[src/rtl/wolfram_ca_engine.sv]
// Programmable 1-D elementary cellular automaton: WIDTH cells, 8-bit rule, one generation per clock.
// Optional macro CA_FIXPOINT_EN adds a fixpoint output and early termination on a stable generation.
module wolfram_ca_engine #(
    parameter int         WIDTH        = 16,
    parameter int         CNT_W        = 16,
    parameter logic [7:0] DEFAULT_RULE = 8'h64
) (
    input  logic             clk,
    input  logic             rst_n,
    input  logic             cfg_valid,
    output logic             cfg_ready,
    input  logic [7:0]       cfg_rule,
    input  logic [WIDTH-1:0] cfg_seed,
    input  logic [CNT_W-1:0] cfg_steps,
    input  logic             cfg_wrap,
    output logic [WIDTH-1:0] state_out,
    output logic [CNT_W-1:0] step_count,
    output logic             busy,
`ifdef CA_FIXPOINT_EN
    output logic             done,
    output logic             fixpoint
`else
    output logic             done
`endif
);

    // state | meaning
    // IDLE  | waiting for a config; holds last generation, cfg_ready high
    // RUN   | one generation computed per clock until step count is reached
    typedef enum logic {
        IDLE = 1'b0,
        RUN  = 1'b1
    } ca_state_t;

    ca_state_t        state_q, state_d;
    logic [WIDTH-1:0] gen_q, gen_d;
    logic [CNT_W-1:0] cnt_q, cnt_d;
    logic [CNT_W-1:0] steps_q;
    logic [7:0]       rule_q;
    logic             wrap_q;
    logic             done_q, done_d;
    logic             load;

    logic [WIDTH+1:0] ext;
    logic [WIDTH-1:0] next_gen;
    logic [CNT_W-1:0] cnt_inc;
    logic             last_step;
    logic             stall;
    logic             finish;

    // ext[i+2:i] is {left, centre, right} for cell i; the end bits carry the boundary
    assign ext = {(wrap_q & gen_q[0]), gen_q, (wrap_q & gen_q[WIDTH-1])};

    for (genvar i = 0; i < WIDTH; i++) begin : g_cell
        assign next_gen[i] = rule_q[ext[i +: 3]];
    end

    assign cnt_inc   = cnt_q + CNT_W'(1);
    assign last_step = (cnt_inc == steps_q);

`ifdef CA_FIXPOINT_EN
    logic fix_q, fix_d;
    assign stall = (next_gen == gen_q);
`else
    assign stall = 1'b0;
`endif

    assign finish = last_step | stall;

    always_ff @(posedge clk or negedge rst_n) begin
        if (!rst_n) begin
            state_q <= IDLE;
        end else begin
            state_q <= state_d;
        end
    end

    always_comb begin
        state_d = state_q;
        gen_d   = gen_q;
        cnt_d   = cnt_q;
        done_d  = 1'b0;
        load    = 1'b0;
`ifdef CA_FIXPOINT_EN
        fix_d   = fix_q;
`endif
        case (state_q)
            IDLE: begin
                if (cfg_valid) begin
                    load   = 1'b1;
                    gen_d  = cfg_seed;
                    cnt_d  = '0;
`ifdef CA_FIXPOINT_EN
                    fix_d  = 1'b0;
`endif
                    if (cfg_steps == '0) begin
                        done_d = 1'b1;
                    end else begin
                        state_d = RUN;
                    end
                end
            end
            RUN: begin
                gen_d = next_gen;
                cnt_d = cnt_inc;
                if (finish) begin
                    state_d = IDLE;
                    done_d  = 1'b1;
`ifdef CA_FIXPOINT_EN
                    fix_d   = stall;
`endif
                end
            end
            default: state_d = IDLE;
        endcase
    end

    always_ff @(posedge clk or negedge rst_n) begin
        if (!rst_n) begin
            gen_q   <= '0;
            cnt_q   <= '0;
            steps_q <= '0;
            rule_q  <= DEFAULT_RULE;
            wrap_q  <= 1'b0;
            done_q  <= 1'b0;
        end else begin
            gen_q  <= gen_d;
            cnt_q  <= cnt_d;
            done_q <= done_d;
            if (load) begin
                steps_q <= cfg_steps;
                rule_q  <= cfg_rule;
                wrap_q  <= cfg_wrap;
            end
        end
    end

`ifdef CA_FIXPOINT_EN
    always_ff @(posedge clk or negedge rst_n) begin
        if (!rst_n) begin
            fix_q <= 1'b0;
        end else begin
            fix_q <= fix_d;
        end
    end

    assign fixpoint = fix_q;
`endif

    assign state_out  = gen_q;
    assign step_count = cnt_q;
    assign busy       = (state_q == RUN);
    assign cfg_ready  = (state_q == IDLE);
    assign done       = done_q;

endmodule

[config.mk]
export PLATFORM = sky130hd
export DESIGN_NAME = wolfram_ca_engine
export DESIGN_NICKNAME = d
export VERILOG_FILES = /design/src/rtl/wolfram_ca_engine.sv
export SDC_FILE = /design/constraint.sdc
export NUM_CORES = 1
export LEC_CHECK = 0
export BUFFER_PORTS_ARGS = -buffer_cell sky130_fd_sc_hd__buf_4
export CAP_MARGIN = 5
export CORE_MARGIN = 2
export CORE_UTILIZATION = 45
export CTS_CLUSTER_DIAMETER = 200
export DETAILED_ROUTE_END_ITERATION = 6
export PLACE_DENSITY = 0.7
export SETUP_SLACK_MARGIN = 0.2
export SYNTH_ARGS = -nofsm -noshare
export SYNTH_HDL_FRONTEND = slang
export SYNTH_SLANG_ARGS = --single-unit
[constraint.sdc]
create_clock -name clk -period 4.1 [get_ports clk]
set_clock_uncertainty 0.15 [all_clocks]
set_input_delay 0.82 -clock clk [delete_from_list [all_inputs] [get_ports clk]]
set_output_delay 0.82 -clock clk [all_outputs]
set_load 0.01 [all_outputs]
# Word level (Yosys, flattened, before mapping)

Cells that the tools add are included.
Widths: inputs -> output; s select.

Input bits: 44
Logic and storage cells: 76
Bits in registers: 59
Output and inout bits: 35

Bitwise logic cells: 3
Reduce and logical (&&, ||, !) cells: 1
$lt $le $gt $ge: 16
Eq/ne operators: 2
Add/subtract/negate cells: 1
Muxes and demuxes: 46

Operators with widths:

| cell                  | number |
|---|---|
| $lt 3x4->1 const B    | 16 |
| $pmux 16 s2           | 2 |
| $bmux 1 s3            | 16 |
| $mux 16               | 2 |
| $mux 1                | 24 |
| $add 16x1->16 const B | 1 |
| $eq 16x16->1          | 1 |
| $logic_not 16->1      | 1 |
| $pmux 1 s2            | 2 |
| $and 1x1->1           | 2 |
| $ne 2x2->1 const B    | 1 |
| $not 1->1             | 1 |

# Longest topological paths before layout

Depth in word-level cells: 4
Gate-level depth with buffers: 7
Depth with buffers taken out: 7

# Worst setup path after synthesis

Ideal clock, no wire load.

Kind: reg2reg
Start: register cnt_q[0] (netlist: step_count[0])
End: register state_q (netlist: busy)
Setup slack: 1.881 ns
Clock period less this slack: 2.219 ns
Arrival: 1.926 ns
Stages on the path, launching flop included: 8
Cells stage by stage: dfrtp_1 -> ha_1 -> nand3_2 -> or4_4 -> nand2_2 -> nand3_2 -> nor4_1 -> a31oi_1

Cells in the longest elaborated chain, start to end: 4

RTL lines:

| element                  | line | RTL |
|---|---|---|
| start: declaration       | 37   | `logic [CNT_W-1:0] cnt_q, cnt_d;` |
| start signal: assignment | 128  | `cnt_q <= cnt_d;` |
| $add 16x1->16            | 58   | `assign cnt_inc = cnt_q + CNT_W'(1);` |
| $eq 16x16->1             | 59   | `assign last_step = (cnt_inc == steps_q);` |
| $mux 1                   | 106  | `if (finish) begin` |
| $pmux 1 s2               | 87   | `case (state_q)` |
| via state_d              | 35   | `ca_state_t state_q, state_d;` |
| end signal: assignment   | 74   | `state_q <= state_d;` |
| end: declaration         | 35   |  |

The timed path passes the listed nets, and every way through them passes these cells.
A chain may end at the register's enable or synchronous reset.

# Final worst setup path

Start: input port cfg_valid
End: register rule_q[6]

Cells in the longest elaborated chain, start to end: 2

RTL lines:

| element                | line | RTL |
|---|---|---|
| start: declaration     | 10   | `input logic cfg_valid,` |
| $mux 1                 | 89   | `if (cfg_valid) begin` |
| $mux 1                 | 87   |  |
| end signal: assignment | 132  | `rule_q <= cfg_rule;` |
| end: declaration       | 39   | `logic [7:0] rule_q;` |

No other way between the ends.

==> flow_summary.ini <==
[run_status]
status = completed

[power]
cellLeakagePower_nw = 2.02
p_total_mw = 2.86
powerDensity_mw_per_mm2 = 593
peakVddDrop_uv = 224

[cells_and_area]
final_cell_mix = buf_4, dfrtp_1, mux4_2
drive_gt1_frac = 0.405
layout.nets = 450
n_antenna_cell = 0
syn2layout_area_growth_pct = 19.3
final_common_cell = buf_4
fillerInstances = 769

[setup_path]
cp_common_cell = buf_4
crit_arrival_ps = 2650
path_max_fanout = 45
crit_family = buffers and inverters
crit_required_ps = 4220
slowest_stage = nand2_1
max_stage_delay_ps = 740
critical_path.cell_chain = buf_4 -> nand2_1 -> buf_4 -> mux2_2
critPathKind = primary input to flip-flop
crit_path_end_kind = flip-flop
crit_buf_inv = 2
start_kind = primary input

[timing]
fmax_mhz = 395
rsz0062_at_grt = no
tns_ps = 0
hold_slack_ps = 376
tightest_slew_ps = 1050
slew_headroom = 0.296
finalCriticalPeriod_ps = 2530
fin_crit_sh = 0.618
setup_viol = 0
hold_violations = 0
maxSlewViolCount = 0

[logic_synthesis]
synth.distinct_cells = 45
yosys.area.top_type = dfrtp_1
async_flop_share = 1.00
netlist_area_sq_mm = 0.00405
ys_ff_latch = 59
ys_seq_area_frac = 0.366
synth.avg_cell_area_sq_um = 11.4
synth-edff-count = 0
synth_ff_type = dfrtp_1
syn_inst = 354
synth_top_area_share = 0.346
yosys-top-cells-area = dfrtp_1, mux4_2, mux2_2, xnor2_1, mux2i_1
synth.yosys.warnings = 0
synthesis.nets = 399

[floorplan]
num_rows = 34
core_sq_mm = 0.00872
die_y_microns = 98.8
ios = 79
dieArea_sq_mm = 0.00976
die-width_microns = 98.8
start_util = 0.464

[run]
max-cap-violations = 0

[global_routing]
grt_antenna_before_repair = 0
globalRouteOverflowTotal = 0
grt_pass1_wl_microns = 16000
grt_util_all_layers = 0.207
grt_pass1_vias = 3147
grt_max_degree = 60

[cts]
clk_latency_ps = 330
cts_sinks = 59
postCtsSetupBuffers = 0
htree_levels = 3
postCtsHoldBufs = 0
cts_tree = built
path_clk_slew_ps = 70
cts-root-buf = clkbuf_8
clockBufferDepth = 2
ctsResizeCount = 0
cts_made_buffers = 9

[placed_design]
portBuffers = 78
dpl.hpwl_microns = 6600
gp_congestion = 0.783

[route]
drt_iter0_drc = 141
via_per_inst = 5.89
vias = 3049
wirelength_microns = 9680
drc_errors = 0
post_drt_wl_per_cell_microns = 18.7
dr.pass1.iters = 4
ant_nets = 0

[worst_hold_path]
hp-class = flip-flop to flip-flop
path summary, 6_finish.rpt:
check,slack (ps),cells past startpoint,startpoint,to
min reg2reg,380,1,steps_q[13]$_DFFE_PN0P_,steps_q[13]$_DFFE_PN0P_
max in group asynchronous,2880,1,rst_n,state_out[14]$_DFFE_PN0P_
min,380,1,steps_q[13]$_DFFE_PN0P_,steps_q[13]$_DFFE_PN0P_
min in group asynchronous,420,1,rst_n,step_count[9]$_DFFE_PN0P_
max reg2reg,1670,7,step_count[0]$_DFFE_PN0P_,busy$_DFF_PN0_
max,1570,4,cfg_valid,rule_q[6]$_DFFE_PN1P_
flip-flops by register name, summed over array words and instances, names as in the netlist:
| name | cells |
|---|---|
| wrap_q | 1 |
| done | 1 |
| busy | 1 |
| state_out | 16 |
| step_count | 16 |
| rule_q | 8 |
| steps_q | 16 |
logic make-up after synthesis:
| family | share of synthesized area |
|---|---|
| XOR/XNOR | 0.0792 |
| buffers and inverters | 0.0436 |
| multiplexers | 0.290 |
| AND/OR/NAND/NOR | 0.129 |
| adder cells (fa/ha/maj) | 0.00309 |
| flip-flops | 0.366 |
| AO/OA/AOI/OAI | 0.0891 |
per-layer routing:
layer  GRT usage  vias up  part of all wire  routed length [microns]
met4      0.0632        0             0.013                      121
met1       0.290     1540              0.45                     4350
met2       0.330       92              0.49                     4700
met3      0.0369       10             0.053                      512
li1            -     1407                 -                        -
met5           0        -                 0                        0
cell usage after synthesis (2+ instances only):
| library cell | number |
|---|---|
| nand2_1 | 25 |
| a21oi_1 | 17 |
| nor2b_1 | 16 |
| o21ai_0 | 2 |
| xor2_1 | 11 |
| o31ai_1 | 2 |
| o21ai_1 | 3 |
| mux4_2 | 32 |
| inv_1 | 3 |
| a211oi_1 | 16 |
| nor2_2 | 2 |
| nor3_2 | 4 |
| buf_1 | 3 |
| nor4_2 | 3 |
| buf_2 | 3 |
| mux2_2 | 18 |
| nand3_1 | 6 |
| nand3_2 | 3 |
| dfstp_2 | 3 |
| mux2_1 | 8 |
| nor2_1 | 10 |
| dfrtp_1 | 56 |
| o22ai_1 | 6 |
| nor4_1 | 5 |
| mux2i_1 | 16 |
| clkbuf_1 | 33 |
| xnor2_1 | 23 |
| a31o_1 | 4 |
| nand4_1 | 5 |
stage by stage:
stage | area (sq um) | setup slack [ps] | utilization | cells
finish | 4830 | 1570 | 0.554 | 518
global route | 4830 | 1410 | 0.554 | 518
CTS | 4830 | 1570 | 0.554 | 518
detailed placement | 4620 | 1210 | 0.530 | 502
global placement | 4620 | 1260 | 0.530 | 502
floorplan | 4050 | 1880 | - | 354
area by class of cell:
class / instances / area [sq um] / area share
Inverter: 4 / 15.0 / 0.00311
Clock buffer: 10 / 128 / 0.0264
Multi-Input combinational cell: 251 / 2390 / 0.495
Clock inverter: 6 / 80.1 / 0.0166
Sequential cell: 59 / 1480 / 0.307
Tap cell: 108 / 135 / 0.0280
Timing Repair Buffer: 80 / 601 / 0.124
where the power goes:
part | total, mW | internal [mW] | switching [mW]
Combinational | 1.14 | 0.726 | 0.415
Sequential | 1.14 | 0.745 | 0.391
Clock | 0.588 | 0.338 | 0.249
No activity file was read; power rests on OpenSTA's default activity.
